### config.mk
export PLATFORM = sky130hd
export DESIGN_NAME = quad_frame_stats
export DESIGN_NICKNAME = d
export VERILOG_FILES = /design/src/rtl/quad_frame_stats.sv
export SDC_FILE = /design/constraint.sdc
export NUM_CORES = 1
export LEC_CHECK = 0
export CORE_ASPECT_RATIO = 2
export CORE_MARGIN = 8
export CORE_UTILIZATION = 35
export CTS_BUF_LIST = sky130_fd_sc_hd__clkbuf_8
export CTS_CLUSTER_SIZE = 16
export DETAILED_ROUTE_END_ITERATION = 12
export DONT_BUFFER_PORTS = 1
export GPL_TIMING_DRIVEN = 0
export HOLD_SLACK_MARGIN = 0.02
export RECOVER_POWER = 50
export SLEW_MARGIN = 0
export SYNTH_ARGS = -nofsm -noshare
export SYNTH_HDL_FRONTEND = slang
export SYNTH_SLANG_ARGS = --single-unit
### constraint.sdc
create_clock -name clk -period 3.2 [get_ports clk]
set_clock_uncertainty 0.1 [all_clocks]
set_input_delay 0.16 -clock clk [delete_from_list [all_inputs] [get_ports clk]]
set_output_delay 0.16 -clock clk [all_outputs]
set_load 0.005 [all_outputs]
### src/rtl/quad_frame_stats.sv
// Per-frame statistics over (x, y) sample pairs: min/max of y with their x,
// the running sum of y, and the number of sign changes between consecutive y.
module quad_frame_stats #(
  parameter int W         = 10,
  parameter int FRAME_LEN = 128,
  parameter int CNT_W     = 8,
  parameter int SUM_W     = 18
) (
  input  logic                    clk,
  input  logic                    rst_n,
  input  logic                    start,
  input  logic                    in_valid,
  output logic                    in_ready,
  input  logic signed [W-1:0]     x_in,
  input  logic signed [W-1:0]     y_in,
  output logic signed [W-1:0]     min_y,
  output logic signed [W-1:0]     min_x,
  output logic signed [W-1:0]     max_y,
  output logic signed [W-1:0]     max_x,
  output logic signed [SUM_W-1:0] sum_y,
  output logic [CNT_W-1:0]        zc_count,
  output logic                    busy,
  output logic                    done
);

  typedef enum logic [1:0] {S_IDLE, S_ACCUM, S_DONE} state_t;

  localparam logic [CNT_W-1:0] LAST_CNT = CNT_W'(FRAME_LEN);

  state_t                  state_q;
  logic [CNT_W-1:0]        cnt_q;
  logic                    first_q;
  logic                    prev_neg_q;
  logic signed [W-1:0]     min_y_q, min_x_q, max_y_q, max_x_q;
  logic signed [SUM_W-1:0] sum_y_q;
  logic [CNT_W-1:0]        zc_q;
  logic                    busy_q, done_q;

  logic                    frame_full;
  logic                    handshake;
  logic                    y_neg;
  logic signed [SUM_W-1:0] y_ext;

  // Once the last sample is taken, the block stops accepting for the one
  // cycle it stays in ACCUM before moving to DONE.
  assign frame_full = (cnt_q == LAST_CNT);
  assign in_ready   = (state_q == S_ACCUM) && !frame_full;
  assign handshake  = in_valid && in_ready;
  assign y_neg      = y_in[W-1];
  assign y_ext      = {{(SUM_W-W){y_in[W-1]}}, y_in};

  always_ff @(posedge clk or negedge rst_n) begin
    if (!rst_n) begin
      state_q    <= S_IDLE;
      cnt_q      <= '0;
      first_q    <= 1'b0;
      prev_neg_q <= 1'b0;
      min_y_q    <= '0;
      min_x_q    <= '0;
      max_y_q    <= '0;
      max_x_q    <= '0;
      sum_y_q    <= '0;
      zc_q       <= '0;
      busy_q     <= 1'b0;
      done_q     <= 1'b0;
    end else begin
      case (state_q)
        S_IDLE, S_DONE: begin
          if (start) begin
            state_q <= S_ACCUM;
            cnt_q   <= '0;
            first_q <= 1'b1;
            min_y_q <= '0;
            min_x_q <= '0;
            max_y_q <= '0;
            max_x_q <= '0;
            sum_y_q <= '0;
            zc_q    <= '0;
            busy_q  <= 1'b1;
            done_q  <= 1'b0;
          end
        end
        S_ACCUM: begin
          if (frame_full) begin
            state_q <= S_DONE;
            busy_q  <= 1'b0;
            done_q  <= 1'b1;
          end else if (handshake) begin
            cnt_q      <= cnt_q + 1'b1;
            first_q    <= 1'b0;
            prev_neg_q <= y_neg;
            if (first_q) begin
              min_y_q <= y_in;
              min_x_q <= x_in;
              max_y_q <= y_in;
              max_x_q <= x_in;
              sum_y_q <= y_ext;
              zc_q    <= '0;
            end else begin
              // Strict compares keep the earliest x on ties.
              if (y_in < min_y_q) begin
                min_y_q <= y_in;
                min_x_q <= x_in;
              end
              if (y_in > max_y_q) begin
                max_y_q <= y_in;
                max_x_q <= x_in;
              end
              sum_y_q <= sum_y_q + y_ext;
              if (y_neg != prev_neg_q) zc_q <= zc_q + 1'b1;
            end
          end
        end
        default: state_q <= S_IDLE;
      endcase
    end
  end

  assign min_y    = min_y_q;
  assign min_x    = min_x_q;
  assign max_y    = max_y_q;
  assign max_x    = max_x_q;
  assign sum_y    = sum_y_q;
  assign zc_count = zc_q;
  assign busy     = busy_q;
  assign done     = done_q;

endmodule
# Word-level counts from Yosys, hierarchy flattened
# Index checks and enable logic that the tools add are counted.
dict set report classes {
  n_reduce_logical 13
  eq_ne 11
  add_sub_neg 3
  n_lt_le_gt_ge 2
  n_bitwise 1
  muxes 47
}
# cell n
set ops {}
lappend ops {{$mux W10} 17}
lappend ops {{$pmux W10 S2} 4}
lappend ops {{$mux W18} 4}
lappend ops {{$mux W8} 7}
lappend ops {{$pmux W18 S2} 1}
lappend ops {{$pmux W8 S2} 2}
lappend ops {{$add A18 B10 Y18} 1}
lappend ops {{$add A8 B1 Y8 const B} 2}
lappend ops {{$reduce_and A5 Y1} 3}
lappend ops {{$gt A10 B10 Y1} 1}
lappend ops {{$lt A10 B10 Y1} 1}
lappend ops {{$ne A3 B2 Y1 const B} 3}
lappend ops {{$eq A8 B8 Y1 const B} 1}
lappend ops {{$ne A2 B2 Y1 const B} 4}
lappend ops {{$mux W1} 6}
lappend ops {{$pmux W1 S2} 3}
lappend ops {{$reduce_and A3 Y1} 2}
lappend ops {{$mux W2} 2}
lappend ops {{$pmux W2 S2} 1}
lappend ops {{$reduce_and A4 Y1} 1}
lappend ops {{$eq A2 B1 Y1 const B} 1}
lappend ops {{$eq A2 B2 Y1 const B} 1}
lappend ops {{$logic_and A1 B1 Y1} 2}
lappend ops {{$logic_not A2 Y1} 1}
lappend ops {{other kinds (6)} 6}
dict set report totals {
  output_inout_bits 69
  regBits 80
  elab_cells 89
  input_bits 24
}

# Logic depth before layout (Yosys ltp)
# Gate-level depths: netlist of run 1.
dict set report depth {
  depth_word 7
  mapped_depth 11
  ltp_nobuf 10
}

# Worst setup path after synthesis of run 1
# No wires, ideal clock.
dict set report synth_path {
  path_type {register -> register}
  start {reg sum_y_q[0], in the netlist sum_y[0]}
  end {reg sum_y_q[16], in the netlist sum_y[16]}
  setup_time_ns 0.099
  path_stages_with_launch 11
  arrival_ns 2.240
  synth_period_minus_slack_ns 2.439
  path_slack_ns 0.761
  cell_sequence {dfrtp_1 -> ha_1 -> inv_1 -> fa_1 -> nand2b_1 -> a21oi_1 -> o21ai_0 -> a211oi_1 -> o21ai_0 -> mux2_2 -> a311oi_1}
}
dict set report synth_between {
  elab_chain_cells 5
}
# element line_no
set synth_rtl {}
lappend synth_rtl {{start, declared} 35} ;# logic signed [SUM_W-1:0] sum_y_q;
lappend synth_rtl {{start signal, assigned} 97} ;# sum_y_q <= y_ext;
lappend synth_rtl {{start signal, assigned} 109} ;# sum_y_q <= sum_y_q + y_ext;
lappend synth_rtl {{$add A18 B10 Y18} 109}
lappend synth_rtl {{$mux W18} 92} ;# if (first_q) begin
lappend synth_rtl {{$mux W18} 88} ;# end else if (handshake) begin
lappend synth_rtl {{$mux W18} 84} ;# if (frame_full) begin
lappend synth_rtl {{$pmux W18 S2} 67} ;# case (state_q)
# Every way passes these cells. The select of a mux whose other input is x is not followed.
# A chain may end at the register's enable or synchronous reset.

# Final worst setup path of run 1
dict set report layout_path {
  start {reg max_y_q[4], in the netlist max_y[4]}
  end {reg max_y_q[3], in the netlist max_y[3]}
}
dict set report layout_between {
  elab_chain_cells 3
}
# element line_no
set layout_rtl {}
lappend layout_rtl {{start, declared} 34} ;# logic signed [W-1:0] min_y_q, min_x_q, max_y_q, max_x_q;
lappend layout_rtl {{start signal, assigned} 95} ;# max_y_q <= y_in;
lappend layout_rtl {{start signal, assigned} 106} ;# max_y_q <= y_in;
lappend layout_rtl {{$gt A10 B10 Y1} 105} ;# if (y_in > max_y_q) begin
lappend layout_rtl {{$ne A3 B2 Y1 (no source line)} -}
lappend layout_rtl {{$reduce_and A5 Y1 (no source line)} -}
# Every way passes these cells.

==> results.json, run 1 <==
{
  "synthesis.area_um2": 5050,
  "routedWlPerCell_um": 18.7,
  "slowest_delay_ns": 0.76,
  "vias": 4257,
  "rsz0062_at_grt": "false",
  "antennaDiodeCount": 0,
  "synthArstFlopShare_pct": 100,
  "synthFlopType": "dfrtp_1",
  "post-route-period-util_pct": 92.0,
  "cpLargestDelayFamily": "compound AO/OA/AOI/OAI gates",
  "p_per_area_nw_per_um2": 850,
  "antenna_found_initial": 0,
  "relSlewSlack_pct": -36.3,
  "synth_warnings": 0,
  "maxCapViolations": 1,
  "yosys.cell_count.top_type": "dfrtp_1",
  "routed_wl_um": 14800,
  "syn-instance-count": 559,
  "fp.coreArea_um2": 14200,
  "endpoint_kind": "register",
  "pre_cts_slack_ns": 0.193,
  "clock-sinks": 80,
  "arrival_ns": 3.09,
  "fmax_mhz": 340,
  "crit_path_top_delay_cell": "a31oi_1",
  "hp-class": "input pin to register",
  "synth_edf_count": 0,
  "cp_num_buf_inv": 2,
  "slew_viol_final": 81,
  "outcome": "finished with violations",
  "cts_tree": "built",
  "drive_gt1_share_pct": 8.85,
  "fillers": 1414,
  "worstPathRequired_ns": 3.34,
  "clk_pin_slew_worst_paths_ns": 0.10,
  "ir_drop_uv": 426,
  "nNetsFinal": 658,
  "die_area_um2": 18800,
  "gp_congestion": 0.862,
  "grt_max_degree": 81,
  "clock_latency_ns": 0.37,
  "clockBufferDepth": 2,
  "clockRootBuffer": "clkbuf_8",
  "setup_viol": 0,
  "area_growth_pct": 13.8,
  "grt_pass1_wl_um": 23600,
  "synth_area_leader_cell": "dfrtp_1",
  "crit_type": "register to register",
  "grt.overflow.total": 0,
  "fin_ws_ns": 0.258,
  "synth_area_leaders": "dfrtp_1, ha_1, nand2_1, mux2_2, o21ai_0",
  "syn_area_per_cell_um2": 9.03,
  "ys_types": 52,
  "routed_via_density": 5.38,
  "synth-seq-cells": 80,
  "ant_nets": 0,
  "die_w_um": 101,
  "start_kind": "register",
  "setup_tns_ns": 0,
  "path_max_fanout": 10,
  "hpwl_um": 10500,
  "grt_pass1_vias": 4230,
  "route.detailed.drc": 0,
  "yosysSeqAreaShare_pct": 39.7,
  "io_pins": 93,
  "ys_top_cells_by_count": "dfrtp_1, nand2_1, o21ai_0",
  "htree_levels": 3,
  "seq_area_um2": 2000,
  "start_util_pct": 35.6,
  "syn_nets": 623,
  "num_rows": 62,
  "crit_top_cell": "o21a_1",
  "track_usage_pct": 16.3,
  "fin_hold_ws_ns": 0.0463,
  "drtIter0Drc": 215,
  "yosys.area.top_type_share_pct": 39.7,
  "period_minus_slack_ns": 2.94,
  "first_pass_iters": 4,
  "hold_viol_final": 0,
  "die_y_um": 186,
  "multi_input_area_um2": 2820,
  "violations": "max-capacitance violations, max-slew violations",
  "crit_chain": "inv_1 -> ha_1 -> and4_1 -> o21a_1 -> o21a_1 -> o211ai_1 -> a31oi_1 -> clkbuf_1 -> o21ai_0",
  "p_leak_nw": 2.59,
  "cts_buffers": 9,
  "tightest_slew_ns": 2.04,
  "io_buffers": 0
}
layout by cell type, fill, tap and decap left out, types with 2 or more instances in the layout:
| cell type | instances |
|---|---|
| xnor2_1 | 5 |
| a311oi_1 | 2 |
| mux2_2 | 22 |
| ha_1 | 39 |
| dfrtp_1 | 80 |
| clkinv_4 | 3 |
| o21a_1 | 3 |
| buf_2 | 7 |
| nand2b_1 | 9 |
| nand2_1 | 79 |
| nor2_1 | 34 |
| clkbuf_1 | 18 |
| and3_1 | 5 |
| a31oi_1 | 4 |
| bufinv_16 | 2 |
| nand3_1 | 21 |
| o21ai_0 | 47 |
| dlygate4sd3_1 | 23 |
| nor3_1 | 4 |
| nor2b_1 | 5 |
| or2_2 | 2 |
| a21o_1 | 6 |
| clkbuf_8 | 9 |
| a221o_1 | 13 |
| mux2i_1 | 5 |
| a211oi_1 | 7 |
| nand4_1 | 7 |
| and2_1 | 21 |
| a21oi_1 | 29 |
| o211ai_1 | 2 |
| inv_1 | 31 |
| xor2_1 | 14 |
| o31ai_1 | 16 |
power by group:
part	leakage [nW]	internal, mW	switching, mW
clock network	0.111	0.441	0.414
registers	0.995	1.42	0.473
logic	1.49	0.959	1.18
total	2.59	2.82	2.06
area by class of cell:
type | instances | share of cell area [%]
clock buffers | 9 | 2.16
clock inverters | 7 | 1.70
inverters | 30 | 1.96
flip-flops and latches | 80 | 34.9
plain buffers | 27 | 1.98
repair buffers | 24 | 4.09
multi-input cells | 422 | 49.1
well taps | 192 | 4.18
flip-flops by register name, summed over array words and instances, names as in the netlist:
signal and flops:
cnt_q 8, sum_y 18, min_x 10, max_x 10
zc_count 8, state_q 2, done 1, prev_neg_q 1
max_y 10, min_y 10, busy 1, first_q 1
worst paths after layout:
| check | startpoint | to | slack, ns | depth (start not counted) |
|---|---|---|---|---|
| min in group asynchronous | rst_n | max_y[3] | 0.79 | 2 |
| max in group asynchronous | rst_n | sum_y[13] | 0.98 | 2 |
| min | x_in[3] | max_x[3] | 0.05 | 3 |
| max reg2reg | max_y[4] | max_y[3] | 0.26 | 9 |
| max | max_y[4] | max_y[3] | 0.26 | 9 |
| min reg2reg | state_q[1] | state_q[1] | 0.40 | 2 |
worst min-delay path, delay by kind of cell:
family | cells | cell delay, ns
AOI/OAI and AO/OA | 2 | 0.28
and+or+nand+nor | 1 | 0.03
layer usage:
layer | GRT usage (%) | wire length (um) | part of all wire, % | up-vias
met3 | 4.42 | 1280 | 8.7 | 15
met4 | 5.41 | 238 | 1.6 | 0
met1 | 20.4 | 6220 | 42 | 2053
li1 | - | - | - | 2055
met5 | 0 | 0 | 0 | -
met2 | 26.5 | 7060 | 48 | 134
metrics by stage:
stage	utilization, %	power, mW	instance area (um2)	cells
after detailed placement	37.2	4.00	5290	751
after CTS	40.6	4.93	5770	791
after global placement	37.2	3.95	5290	751
after floorplan	-	3.43	5050	559
after global routing	40.5	5.32	5740	791
final	40.5	4.88	5740	791
kinds of logic after synthesis:
| kind of cell | Yosys count | synth area share, % |
|---|---|---|
| AND/OR/NAND/NOR | 195 | 18.2 |
| AO/OA/AOI/OAI | 141 | 18.3 |
| flip-flops | 80 | 39.7 |
| buffers and inverters | 57 | 4.49 |
| adder cells (fa/ha/maj) | 40 | 10.1 |
| multiplexers | 27 | 5.90 |
| XOR/XNOR | 19 | 3.30 |
what timing repair did:
item | 4_1_cts | 5_1_grt
gates resized for setup | 0 | 0
setup buffers | 0 | 0
hold buffers | 24 | 0
hold endpoints to repair | 132 | 0
(Power assumes the default switching activity.)
==> inputs of run 2 (changes only) <==
--- a/config.mk
+++ b/config.mk
@@ -6,7 +6,7 @@
 export NUM_CORES = 1
 export LEC_CHECK = 0
 export CORE_ASPECT_RATIO = 2
-export CORE_MARGIN = 8
+export CORE_MARGIN = 5
 export CORE_UTILIZATION = 35
 export CTS_BUF_LIST = sky130_fd_sc_hd__clkbuf_8
 export CTS_CLUSTER_SIZE = 16
==> results.json, run 2 (synthesis results as in run 1) <==
{
  "rsz0062_at_grt": "true",
  "num_rows": 62,
  "path_max_fanout": 7,
  "fp.coreArea_um2": 14300,
  "p_sw_mw": 2.14,
  "die_area_um2": 17100,
  "die_w_um": 94.9,
  "clockBufferDepth": 2,
  "clockRootBuffer": "clkbuf_8",
  "hpwl_um": 11500,
  "hold_viol_final": 0,
  "routed_wl_um": 16000,
  "swShare_pct": 43.0,
  "drtIter0Drc": 252,
  "setup_viol": 0,
  "grt_pass1_vias": 4572,
  "first_pass_iters": 4,
  "drive_gt1_share_pct": 9.21,
  "grt_max_degree": 81,
  "slew_viol_final": 81,
  "worstHoldPathCells": 3,
  "routed_via_density": 5.54,
  "ff2ff_path_depth": 10,
  "relSlewSlack_pct": -41.0,
  "area_growth_pct": 14.0,
  "nNetsFinal": 657,
  "intPower_mw": 2.83,
  "endpoint_kind": "register",
  "arrival_ns": 3.21,
  "dp.cells": 751,
  "fmax_mhz": 334,
  "use_met1_pct": 20.7,
  "io_pins": 93,
  "combPwrFrac_pct": 44.0,
  "start_util_pct": 35.4,
  "route.detailed.drc": 0,
  "period_minus_slack_ns": 2.99,
  "track_usage_pct": 19.3,
  "layout_commonest_cell": "dfrtp_1",
  "post_cts_buffers": 0,
  "final_cell_mix": "dfrtp_1, nand2_1, o21ai_0, ha_1, nor2_1",
  "ant_nets": 0,
  "maxCapViolations": 1,
  "vias": 4368,
  "crit_type": "register to register",
  "post-route-period-util_pct": 93.6,
  "tightest_slew_ns": 2.12,
  "fin_hold_ws_ns": 0.0339,
  "clockPowerShare_pct": 17.3,
  "p_per_area_nw_per_um2": 863,
  "grt_pass1_wl_um": 25300,
  "gp_congestion": 0.901,
  "ir_drop_uv": 300,
  "largest_reg_flops": 18,
  "pre_cts_slack_ns": 0.201,
  "grt.overflow.total": 0,
  "htree_levels": 3,
  "grt.met2_usage_pct": 35.5,
  "final_cells": 789,
  "utilization_pct": 40.3,
  "hp-class": "input pin to register",
  "fillers": 1470,
  "antenna_found_initial": 0,
  "grtUsageMet3_pct": 4.02,
  "violations": "max-capacitance violations, max-slew violations",
  "worstPathRequired_ns": 3.42,
  "p_leak_nw": 2.59,
  "fin_ws_ns": 0.206,
  "antennaDiodeCount": 0,
  "cts_buffers": 9,
  "pwr-share-seq_pct": 38.7,
  "grt.busiest_layer": "met2",
  "clk_pin_slew_worst_paths_ns": 0.09,
  "routedWlPerCell_um": 20.3,
  "io_buffers": 0,
  "clock_latency_ns": 0.37,
  "die_y_um": 180,
  "start_kind": "register",
  "outcome": "finished with violations",
  "clock-sinks": 80,
  "cts_tree": "built"
}
## run 2: cell count changes in the layout (fill, tap and decap cells not counted), sizes merged
cell / change
clkbuf: -2
dlygate4sd3: +1
clkinv: -1
## run 2: power groups by stage
stage / logic [mW] / clock network (mW) / registers [mW]
2_1_floorplan: 1.68 / 0 / 1.75
3_3_place_gp: 2.03 / 0 / 1.95
3_5_place_dp: 2.10 / 0 / 1.96
4_1_cts: 2.18 / 0.870 / 1.94
5_1_grt: 2.47 / 0.911 / 1.99
6_report: 2.18 / 0.858 / 1.92
## run 2: per-layer routing
metal  vias to the layer above  part of all wire (%)
met2                       126                    55
met3                        23                   5.1
met1                      2169                    37
met4                         0                   3.0
met5                         -                     0
li1                       2050                     -
## run 2: cell type report
class	instances	area (um2)	area share (%)
multi-input combinational	422	2830	49.2
sequential	80	2000	34.8
timing repair buffer	25	245	4.26
tap	192	240	4.18
clock buffer	9	124	2.15
inverter	30	113	1.96
buffer	25	106	1.85
clock inverter	6	93.8	1.63
## run 2: critical path, stage by stage, from the launching register on
cell and delay (ns):
dfrtp_1 0.42, ha_1 0.28, clkbuf_1 0.27, nand4_1 0.21
a211oi_1 0.20, o21ai_0 0.16, a21oi_1 0.20, xor2_1 0.21
a21oi_1 0.09, o31ai_1 0.23, dlygate4sd3_1 0.57
## run 2: path summary, 6_finish.rpt
check                            from  slack [ns]          to
max                         sum_y[11]        0.21   sum_y[17]
min                           x_in[9]        0.03    max_x[9]
max reg2reg                 sum_y[11]        0.21   sum_y[17]
min reg2reg                prev_neg_q        0.42  prev_neg_q
max in group asynchronous       rst_n        0.90    sum_y[6]
min in group asynchronous       rst_n        0.78   sum_y[12]
## run 2: what timing repair did
item,in CTS,in global routing
hold buffers,25,0
hold endpoints to repair,130,0
endpoints found under the setup margin,0,10
gates resized for setup,0,2
## run 2: stage by stage
step                      TNS, ns  power (mW)  cell area [um2]
after floorplan                 0        3.43             5050
after global placement          0        3.97             5290
after detailed placement        0        4.05             5290
after CTS                       0        4.99             5770
after global routing      -0.0660        5.37             5750
final                           0        4.96             5750
==> inputs of run 3 (changes only) <==
==> constraint.sdc (replaced) <==
create_clock -name clk -period 3.7 [get_ports clk]
set_clock_uncertainty 0.1 [all_clocks]
set_input_delay 0.185 -clock clk [delete_from_list [all_inputs] [get_ports clk]]
set_output_delay 0.185 -clock clk [all_outputs]
set_load 0.005 [all_outputs]
==> results.json, run 3 (synthesis results as in run 1) <==
{
  "route.detailed.drc": 0,
  "multi_input_area_um2": 2820,
  "worstPathRequired_ns": 3.91,
  "crit_type": "register to register",
  "final_cell_mix": "dfrtp_1, nand2_1, o21ai_0, ha_1, nor2_1",
  "hp-class": "input pin to register",
  "hpwl_um": 11500,
  "die_y_um": 180,
  "outcome": "finished with violations",
  "fp.coreArea_um2": 14300,
  "fmax_mhz": 323,
  "grt.overflow.total": 0,
  "cts_buffers": 9,
  "nNetsFinal": 657,
  "ctsResizeCount": 0,
  "hold_buffers": 23,
  "antennaDiodeCount": 0,
  "endpoint_kind": "register",
  "cp-startpoint": "sum_y[6]",
  "routedWlPerCell_um": 20.2,
  "first_pass_iters": 7,
  "vias": 4353,
  "routed_via_density": 5.52,
  "place_area_um2": 5290,
  "setup_viol": 0,
  "violations": "max-capacitance violations, max-slew violations",
  "drtIter0Drc": 253,
  "setup_tns_ns": 0,
  "area_growth_pct": 13.5,
  "clk_pin_slew_worst_paths_ns": 0.09,
  "drive_gt1_share_pct": 8.88,
  "layout_commonest_cell": "dfrtp_1",
  "period_minus_slack_ns": 3.10,
  "num_rows": 62,
  "io_buffers": 0,
  "arrival_ns": 3.31,
  "slew_viol_final": 81,
  "htree_levels": 3,
  "path_max_fanout": 8,
  "start_util_pct": 35.4,
  "post_cts_buffers": 0,
  "rsz0062_at_grt": "false",
  "seq_area_um2": 2000,
  "grt_pass1_vias": 4567,
  "fin_hold_ws_ns": 0.0352,
  "cts_tree": "built",
  "p_leak_nw": 2.59,
  "clock_latency_ns": 0.37,
  "die_w_um": 94.9,
  "die_area_um2": 17100,
  "routed_wl_um": 15900,
  "grt_max_degree": 81,
  "ir_drop_uv": 260,
  "start_kind": "register",
  "gp_congestion": 0.901,
  "final_cell_area_um2": 5730,
  "post-route-period-util_pct": 83.7,
  "fin_total_pwr_mw": 4.28,
  "track_usage_pct": 19.2,
  "grt_pass1_wl_um": 25200,
  "maxCapViolations": 1,
  "hold_viol_final": 0,
  "relSlewSlack_pct": -40.6,
  "p_per_area_nw_per_um2": 747,
  "antenna_found_initial": 0,
  "ant_nets": 0,
  "worstHoldStart": "start",
  "reg2reg_from": "sum_y[6]",
  "clock-sinks": 80,
  "clockBufferDepth": 2,
  "clockRootBuffer": "clkbuf_8",
  "largest_reg_flops": 18,
  "fillers": 1465,
  "tightest_slew_ns": 2.11,
  "io_pins": 93
}
## run 3: cell count changes in the layout (fill, tap and decap cells not counted)
cell	previous run	this run
a21oi_1	28	29
clkbuf_1	16	18
a31oi_1	3	4
a31oi_2	1	0
a21oi_2	1	0
dlygate4sd3_1	24	22
## run 3: layout make-up
class	count	area share (%)
multi-input combinational	422	49.2
sequential	80	34.9
tap	192	4.19
clock inverter	6	1.64
inverter	30	1.97
timing repair buffer	23	3.93
clock buffer	9	2.16
buffer	27	1.99
## run 3: path summary, 6_finish.rpt
check                             end  slack, ns  depth (start not counted)
setup / recovery            sum_y[17]       0.60                         10
hold / removal                   busy       0.04                          2
setup reg to reg            sum_y[17]       0.60                         10
hold reg to reg            state_q[1]       0.42                          2
max in group asynchronous    sum_y[6]       1.38                          2
min in group asynchronous   sum_y[12]       0.81                          2
## run 3: per-stage QoR
step,setup WS (ns),util (%),cells
CTS,0.634,40.3,789
global placement,0.797,37.0,751
global route,0.339,40.1,789
detailed placement,0.701,37.0,751
finish,0.603,40.1,789
floorplan,1.26,-,559
## run 3: power breakdown
| group | switching, mW | internal, mW |
|---|---|---|
| Combinational | 1.05 | 0.832 |
| Clock | 0.360 | 0.381 |
| Sequential | 0.436 | 1.23 |
| Total | 1.84 | 2.44 |
## run 3: layer usage
metal	share of wire [%]	global-route usage (%)	vias to the layer above
met1	36	20.4	2140
met3	5.6	4.35	31
met2	55	35.2	128
li1	-	-	2054
met5	0	0	-
met4	3.5	8.10	0
## run 3: worst max-delay path, stage by stage (launching register included)
cell and delay, ns:
dfrtp_1 0.46, ha_1 0.30, clkbuf_1 0.29, o21ai_0 0.19
a211oi_1 0.24, o21ai_0 0.16, a21oi_1 0.20, xor2_1 0.21
a21oi_1 0.09, o31ai_1 0.24, dlygate4sd3_1 0.58
